--- config.mk ---
export PLATFORM = sky130hd
export DESIGN_NAME = point_add_arbiter
export DESIGN_NICKNAME = d
export VERILOG_FILES = /design/src/rtl/point_add_arbiter.sv
export SDC_FILE = /design/constraint.sdc
export NUM_CORES = 1
export LEC_CHECK = 0
export ABC_AREA = 1
export CORE_AREA = 2 2 168 170
export CTS_CLUSTER_DIAMETER = 40
export DETAILED_ROUTE_END_ITERATION = 10
export DIE_AREA = 0 0 170 172
export GPL_ROUTABILITY_DRIVEN = 0
export HOLD_SLACK_MARGIN = 0.06
export PLACE_DENSITY = 0.67
export SYNTH_ARGS = -nofsm -noshare
export SYNTH_HDL_FRONTEND = slang
export SYNTH_SLANG_ARGS = --single-unit
export TNS_END_PERCENT = 20
--- constraint.sdc ---
create_clock -name clk -period 4.2 [get_ports clk]
set_clock_uncertainty 0.15 [all_clocks]
set_input_delay 0.84 -clock clk [delete_from_list [all_inputs] [get_ports clk]]
set_output_delay 0.84 -clock clk [all_outputs]
set_load 0.01 [all_outputs]
--- src/rtl/point_add_arbiter.sv ---
// rtl/point_add_arbiter.sv - round-robin sequencer sharing one point_add unit
// Point type is shared with the requesters and the adder; all-zero encodes the point at infinity.
package point_add_pkg;
  localparam int COORD_W = 16;
  typedef struct packed {
    logic [COORD_W-1:0] x;
    logic [COORD_W-1:0] y;
  } curve_point_t;
  localparam curve_point_t inf_point = '0;
endpackage

module point_add_arbiter
  import point_add_pkg::*;
#(
  parameter int NUM_REQ   = 4,
  parameter int CNT_WIDTH = 32
) (
  input  logic                 clk,
  input  logic                 Reset_n,
  input  logic [NUM_REQ-1:0]   req,
  input  curve_point_t         req_P [NUM_REQ],
  input  curve_point_t         req_Q [NUM_REQ],
  output logic [NUM_REQ-1:0]   gnt,
  output logic [NUM_REQ-1:0]   rsp_valid,
  output curve_point_t         rsp_R,
  output logic                 add_reset,
  output curve_point_t         add_P,
  output curve_point_t         add_Q,
  input  curve_point_t         add_R,
  input  logic                 add_done,
  output logic                 busy,
  output logic [CNT_WIDTH-1:0] ops_count
);
  localparam int IW = (NUM_REQ > 1) ? $clog2(NUM_REQ) : 1;

  typedef enum logic [1:0] {S_IDLE, S_LAUNCH, S_WAIT, S_RESPOND} state_t;

  state_t               r_state, w_state_nxt;
  logic [NUM_REQ-1:0]   r_gnt, w_gnt_nxt;
  logic [IW-1:0]        r_idx, w_idx_nxt;
  logic [IW-1:0]        r_rr_ptr, w_rr_ptr_nxt;
  curve_point_t         r_p, r_q, r_rsp_r;
  curve_point_t         w_p_nxt, w_q_nxt, w_rsp_r_nxt;
  logic [CNT_WIDTH-1:0] r_ops, w_ops_nxt;

  logic [NUM_REQ-1:0]   w_elig;
  logic [IW-1:0]        w_start, w_win, w_idx_inc;
  logic                 w_found;
  curve_point_t         w_win_p, w_win_q;

  function automatic logic [IW-1:0] wrap_inc(input logic [IW-1:0] a, input int k);
    int s;
    s = int'(a) + k;
    if (s >= NUM_REQ) s = s - NUM_REQ;
    return IW'(s);
  endfunction

  // While responding, the served index is masked and the search starts just past it,
  // which is exactly where rr_ptr lands once the response completes.
  assign w_idx_inc = wrap_inc(r_idx, 1);
  assign w_elig    = (r_state == S_RESPOND) ? (req & ~r_gnt) : req;
  assign w_start   = (r_state == S_RESPOND) ? w_idx_inc : r_rr_ptr;

  always_comb begin
    w_found = 1'b0;
    w_win   = '0;
    for (int k = 0; k < NUM_REQ; k++) begin
      if (!w_found && w_elig[wrap_inc(w_start, k)]) begin
        w_found = 1'b1;
        w_win   = wrap_inc(w_start, k);
      end
    end
  end

  assign w_win_p = req_P[w_win];
  assign w_win_q = req_Q[w_win];

  always_comb begin
    w_state_nxt  = r_state;
    w_gnt_nxt    = r_gnt;
    w_idx_nxt    = r_idx;
    w_rr_ptr_nxt = r_rr_ptr;
    w_p_nxt      = r_p;
    w_q_nxt      = r_q;
    w_rsp_r_nxt  = r_rsp_r;
    w_ops_nxt    = r_ops;
    case (r_state)
      S_IDLE, S_RESPOND: begin
        if (r_state == S_RESPOND) begin
          w_ops_nxt    = r_ops + CNT_WIDTH'(1);
          w_rr_ptr_nxt = w_idx_inc;
          w_gnt_nxt    = '0;
        end
        if (w_found) begin
          w_gnt_nxt = NUM_REQ'(1) << w_win;
          w_idx_nxt = w_win;
          w_p_nxt   = w_win_p;
          w_q_nxt   = w_win_q;
          // Adding infinity is the identity, so the adder is skipped entirely.
          if (w_win_p == inf_point || w_win_q == inf_point) begin
            w_rsp_r_nxt = (w_win_p == inf_point) ? w_win_q : w_win_p;
            w_state_nxt = S_RESPOND;
          end else begin
            w_state_nxt = S_LAUNCH;
          end
        end else begin
          w_state_nxt = S_IDLE;
        end
      end
      S_LAUNCH: w_state_nxt = S_WAIT;
      S_WAIT: begin
        if (add_done) begin
          w_rsp_r_nxt = add_R;
          w_state_nxt = S_RESPOND;
        end
      end
      default: w_state_nxt = S_IDLE;
    endcase
  end

  always_ff @(posedge clk or negedge Reset_n) begin
    if (!Reset_n) begin
      r_state  <= S_IDLE;
      r_gnt    <= '0;
      r_idx    <= '0;
      r_rr_ptr <= '0;
      r_p      <= inf_point;
      r_q      <= inf_point;
      r_rsp_r  <= inf_point;
      r_ops    <= '0;
    end else begin
      r_state  <= w_state_nxt;
      r_gnt    <= w_gnt_nxt;
      r_idx    <= w_idx_nxt;
      r_rr_ptr <= w_rr_ptr_nxt;
      r_p      <= w_p_nxt;
      r_q      <= w_q_nxt;
      r_rsp_r  <= w_rsp_r_nxt;
      r_ops    <= w_ops_nxt;
    end
  end

  // The adder is held in reset everywhere except WAIT, so LAUNCH is its single start cycle.
  assign gnt       = r_gnt;
  assign rsp_valid = (r_state == S_RESPOND) ? r_gnt : '0;
  assign rsp_R     = r_rsp_r;
  assign add_reset = (r_state != S_WAIT);
  assign add_P     = r_p;
  assign add_Q     = r_q;
  assign busy      = (r_state != S_IDLE);
  assign ops_count = r_ops;

endmodule

Yosys cells after proc, flatten, opt, wreduce, memory -nomap -nowiden
Cells that the tools add are included.
{"block": "totals", "ff_bits": 138, "in_bits": 295, "out_inout_bits": 138, "elab_cells": 101}
{"block": "op_classes", "add_sub_neg": 10, "magnitude_cmp": 10, "n_eq_ne": 7, "n_shift": 1, "mux": 41, "n_bitwise": 3, "reduce_logical": 18}
{"operator": "$mux W32", "n": 8}
{"operator": "$bmux W32 S2", "n": 2}
{"operator": "$logic_not A32 Y1", "n": 2}
{"operator": "$pmux W32 S2", "n": 1}
{"operator": "$add A32 B1 Y32 const B", "n": 1}
{"operator": "$mux W2", "n": 13}
{"operator": "$mux W4", "n": 4}
{"operator": "$ge A3 B3 Y1 const B", "n": 5}
{"operator": "$lt A2 B3 Y1 const B", "n": 4}
{"operator": "$sub A2 B1 Y2 const B", "n": 5}
{"operator": "$bmux W1 S2", "n": 4}
{"operator": "$mux W1", "n": 8}
{"operator": "$ne A2 B2 Y1 const B", "n": 4}
{"operator": "$add A2 B1 Y3 const B", "n": 2}
{"operator": "$add A2 B2 Y3 const B", "n": 2}
{"operator": "$pmux W2 S3", "n": 1}
{"operator": "$reduce_and A2 Y1", "n": 3}
{"operator": "$reduce_bool A2 Y1", "n": 3}
{"operator": "$and A4 B4 Y4", "n": 1}
{"operator": "$eq A2 B2 Y1 const B", "n": 2}
{"operator": "$not A4 Y4", "n": 1}
{"operator": "$reduce_and A4 Y1", "n": 1}
{"operator": "$shl A1 B2 Y4 const A", "n": 1}
{"operator": "$ge A2 B3 Y1 const B", "n": 1}
{"operator": "7 further kinds", "n": 11}

Longest topological paths before layout
Gate-level depths: netlist of run 1.
{"block": "logic_depth", "depth_word": 27, "ltp_mapped": 31, "mapped_depth_nobuf": 27}

Worst setup path before layout of run 1
OpenSTA, ideal clock, no wires.
{"block": "synth_timing", "kind": "reg2reg", "startpoint": "register r_state[1]", "endpoint": "register r_rsp_r (netlist bit rsp_R[0])", "setup_time_ns": 0.065, "arrival_ns": 3.140, "required_time_ns": 3.985, "slack_ns": 0.845, "path_stages_with_launch": 28, "synth_period_minus_slack_ns": 3.355, "path_cell_list": "dfrtp_1 ha_1 buf_6 inv_2 nand2_1 nand2_2 nand3_1 nand2_1 nand2_1 nand2_2 nand3_1 nor2_2 nor2_8 buf_2 nand3_1 nand2_1 nor2_1 nand2_1 nor2_1 nand2_1 nor2_4 nand2_1 nand3_2 nand2_2 nor2_4 buf_6 nand2_1 nand2_1"}
{"block": "synth_between", "elab_chain_len": 25, "word_cells_on_any_way": 62, "cone_classes": "7 x add/sub; 4 x order compare; 5 x eq/ne; 32 x mux; 1 x bitwise; 13 x reduce/logical"}
{"item": "start, declared", "line": "38", "text": "state_t r_state, w_state_nxt;"}
{"item": "start signal, assigned", "line": "132", "text": "r_state <= w_state_nxt;"}
{"item": "parallel branches: the longest is 25 deep, another holds $add A2 B1 Y3"}
{"item": "end signal, assigned", "line": "129", "text": "r_rsp_r <= inf_point;"}
{"item": "end signal, assigned", "line": "138", "text": "r_rsp_r <= w_rsp_r_nxt;"}
{"item": "end, declared", "line": "42", "text": "curve_point_t r_p, r_q, r_rsp_r;"}
Parallel ways; which one is timed is not known. The select of a mux whose other input is x is not followed.
A chain may end at the register's enable or synchronous reset.

Worst setup path after layout of run 1
{"block": "layout_timing", "startpoint": "input port req[3]", "endpoint": "register r_rsp_r (netlist bit rsp_R[20])"}
{"block": "layout_between", "elab_chain_len": 23, "word_cells_on_any_way": 41, "cone_classes": "2 x eq/ne; 27 x mux; 2 x bitwise; 10 x reduce/logical"}
{"item": "start, declared", "line": "20", "text": "input logic [NUM_REQ-1:0] req,"}
{"item": "$and A4 B4 Y4", "line": "61", "text": "assign w_elig = (r_state == S_RESPOND) ? (req & ~r_gnt) : req;"}
{"item": "$mux W4 *", "line": "61"}
{"item": "$bmux W1 S2", "line": "68", "text": "if (!w_found && w_elig[wrap_inc(w_start, k)]) begin"}
{"item": "$mux W1 (not written as such)", "line": "68"}
{"item": "$mux W1", "line": "68"}
{"item": "$logic_not A1 Y1", "line": "68"}
{"item": "$logic_and A1 B1 Y1", "line": "68"}
{"item": "$mux W1", "line": "68"}
{"item": "[... 6 more ...]"}
{"item": "$not A2 Y3 (not written as such)", "line": "75, 76"}
{"item": "$bmux W32 S2", "line": "75", "text": "assign w_win_p = req_P[w_win];"}
{"item": "$mux W32 (not written as such) (2 in series)", "line": "75"}
{"item": "$logic_not A32 Y1", "line": "100, 101"}
{"item": "$mux W32", "line": "101", "text": "w_rsp_r_nxt = (w_win_p == inf_point) ? w_win_q : w_win_p;"}
{"item": "$mux W32", "line": "100", "text": "if (w_win_p == inf_point || w_win_q == inf_point) begin"}
{"item": "$mux W32", "line": "94", "text": "if (w_found) begin"}
{"item": "$pmux W32 S2", "line": "87", "text": "case (r_state)"}
Every way passes the cells marked *; elsewhere a longest branch is shown, timed or not. The select of a mux whose other input is x is not followed.

==> metrics.md, run 1 <==
| Metric | Value |
|---|---|
| Multi-input logic area | `5020 um^2` |
| Most frequent cells in the layout | `590 x nand2_1, 431 x clkdlybuf4s50_1, 215 x nand3_1` |
| Most common cell after layout, fill and taps aside | `nand2_1` |
| Max Fanout on Critical Path | `37` |
| Root Driver | `clkbuf_16` |
| Synth warn | `0` |
| Mean Syn Cell Area | `6.56 um^2` |
| Number of buffers and inverters on the critical path | `7` |
| H-tree Lvls | `4` |
| Clk buf depth | `2` |
| Crit Path Category | `in -> reg` |
| Syn Std Cell Area | `8960 um^2` |
| Initial DRC Count | `841` |
| Placeable Area | `27,500 um^2` |
| Die width | `170 um` |
| Final setup vio count | `0` |
| GR Util All Layers | `0.289` |
| Critical path arrival | `4.21 ns` |
| Worst slew pin tran | `0.819 ns` |
| Die area | `29,200 um^2` |
| Vias per cell | `5.06` |
| Critical path's slowest cell | `clkdlybuf4s50_1` |
| Worst min path class | `in -> async` |
| Synth area leaders | `dfrtp_1 39%, nand2_1 25%, nand3_1 12%, nor2_1 4.2%, o21ai_0 4.1%` |
| Post-synthesis register bit count | `138` |
| Buffers added on ports | `432` |
| Sink Count | `138` |
| Largest net degree at the start of global routing | `82` |
| Min Hold Slack | `0.293 ns` |
| Critical path required time | `4.42 ns` |
| Flip-flop and latch area | `3460 um^2` |
| Kind of end point of the critical path | `flop` |
| Global-route congestion overflow total | `0` |
| Die Height | `172 um` |
| # rows | `61` |
| Endpoints failing hold | `0` |
| Area grow syn2layout | `70.6%` |
| Critical path's most frequent cell | `nand2_1` |
| Count of cell types in the netlist | `34` |
| Drc violations | `0` |
| Area leader, netlist | `dfrtp_1` |
| Placed instance area | `14,500 um^2` |
| Slowest cell delay on critical path | `0.46 ns` |
| Drt first pass iters | `5` |
| Net count, final | `2,169` |
| Max_cap viols | `0` |
| Post-synth EDFFs | `0` |
| Final Cycle Share | `0.949` |
| Startpoint types | `primary input` |
| Status | `finished, final reports clean` |
| Worst-Skew Late Latency | `0.42 ns` |
| Design Area, Final | `15,300 um^2` |
| Worst-path clk slew | `0.07 ns` |
| TritonCTS Buffers | `17` |
| Syn nets | `1,665` |
| Total negative slack | `0 ns` |
| Post-Place Cells | `2,189` |
| Mapped Cells | `1,365` |
| Dpl hpwl | `34,500 um` |
| Vias | `11,300` |
| RSZ-0062 raised after global routing | `yes` |
| Dominant synthesized flop cell | `dfrtp_1` |
| Area share of the largest cell type after synthesis | `0.386` |
| Vias in the first global route | `10,700` |
| Final Max Slew Viols | `0` |
| Worst r2r path cells | `27` |
| Initial antenna violation count | `2` |
| Crit path max-delay family | `simple AND/OR/NAND/NOR gates` |
| Post-synthesis sequential area ratio | `0.386` |
| Drt total wl | `43,800 um` |
| Post-route minimum period | `3.99 ns` |
| Initial core utilization | `0.326` |
| Wire per inst | `19.7 um` |
| CTS tree | `done` |
| Finished Layout Cells | `2,229` |
| First-pass GRT wire length | `62,700 um` |
| Layout cell share with drive strength beyond 1 | `0.118` |
| Maximum clock frequency | `0.251 GHz` |
| Io pins | `433` |
| Post-CTS Hold Fix Bufs | `0` |
| Max-slew headroom | `0.454` |
| Crit path depth | `27` |
| Async SR Flop Fraction | `1.00` |
| Fillers | `2,682` |
| Antenna viol nets, final | `0` |
[synth_stat cells, types with 2 or more instances]
cell / number
nand2_2: 7
xor2_1: 22
nand3_1: 219
nor2_1: 100
nand4_1: 32
nor2_2: 2
buf_6: 8
a21oi_1: 4
inv_1: 46
inv_2: 4
buf_1: 7
clkbuf_1: 28
nand2_1: 590
buf_2: 39
ha_1: 5
nor3_1: 11
xnor2_1: 3
buf_4: 2
nor2_4: 4
nor4_1: 6
dfrtp_1: 138
o21ai_0: 74
o22ai_1: 3
[worst paths after layout]
path / endpoint / slack, ns / from
worst max-delay path: rsp_R[20]$_DFFE_PN0P_ / 0.21 / req[3]
worst min-delay path: add_P[12]$_DFFE_PN0P_ / 0.29 / Reset_n
worst max register to register: rsp_R[20]$_DFFE_PN0P_ / 0.26 / r_state[0]$_DFFE_PN0N_
worst min register to register: ops_count[31]$_DFFE_PN0P_ / 0.33 / ops_count[31]$_DFFE_PN0P_
max in group asynchronous: ops_count[0]$_DFFE_PN0P_ / 2.78 / Reset_n
min in group clk: ops_count[31]$_DFFE_PN0P_ / 0.33 / ops_count[31]$_DFFE_PN0P_
[registers in the layout (all words and copies together), names as in the netlist]
| signal | cells |
|---|---|
| add_P | 32 |
| gnt | 4 |
| add_Q | 32 |
| r_rr_ptr | 2 |
| r_state | 2 |
| rsp_R | 32 |
| r_idx | 2 |
| ops_count | 32 |
[layout make-up]
type | instances | share of cell area
repair buffers | 568 | 0.366
multi-input cells | 1093 | 0.328
flip-flops and latches | 138 | 0.226
clock buffers | 19 | 0.0290
well taps | 346 | 0.0283
inverters | 51 | 0.0127
clock inverters | 12 | 0.00909
diodes | 2 | 0.000328
[cells by family (layout without fill, tap and decap cells)]
family	Yosys count	after routing	synth area share
compound gates	84	84	0.0493
simple gates	977	978	0.463
buf+inv	135	650	0.0696
mux	1	1	0.00126
xor+xnor	25	25	0.0244
fa+ha+maj	5	5	0.00699
other cells	0	2	0
flops	138	138	0.386
[per-layer routing]
metal,part of all wire,vias to the layer above,GRT usage
met5,0,-,0
met3,0.081,64,0.0636
li1,-,5409,-
met4,0.025,0,0.0896
met1,0.39,5243,0.344
met2,0.50,558,0.522
[what timing repair did]
action | CTS | global route
gates resized for setup | 2 | 33
hold endpoints to repair | 0 | 0
gates cloned | 1 | 0
pin swaps | 1 | 3
buffers inserted | 2 | 4
endpoints found under the setup margin | 32 | 33
[through the flow]
stage	utilization	setup slack (ns)
final	0.556	0.212
after global routing	0.556	-0.0213
after CTS	0.549	0.0181
after detailed placement	0.527	-0.578
after global placement	0.527	-0.501
after floorplan	-	0.845
Power of run 1 is left out: the tool's default activity adds up to more than one toggle a clock period on the data nets, which glitch-free logic cannot reach.
==> run 2: changes to the inputs <==
- CAP_MARGIN: default -> 20
- CTS_CLUSTER_DIAMETER: 40 -> default
==> results of run 2 <==
Same layout as run 1: the final DEF is identical, and so are final timing and power.
Power of run 2 is left out for the same reason.
==> run 3: changes to the inputs <==
- CAP_MARGIN: 20 -> default
==> results of run 3 <==
Same layout as run 1: the final DEF is identical, and so are final timing and power.
Power of run 3 is left out for the same reason.
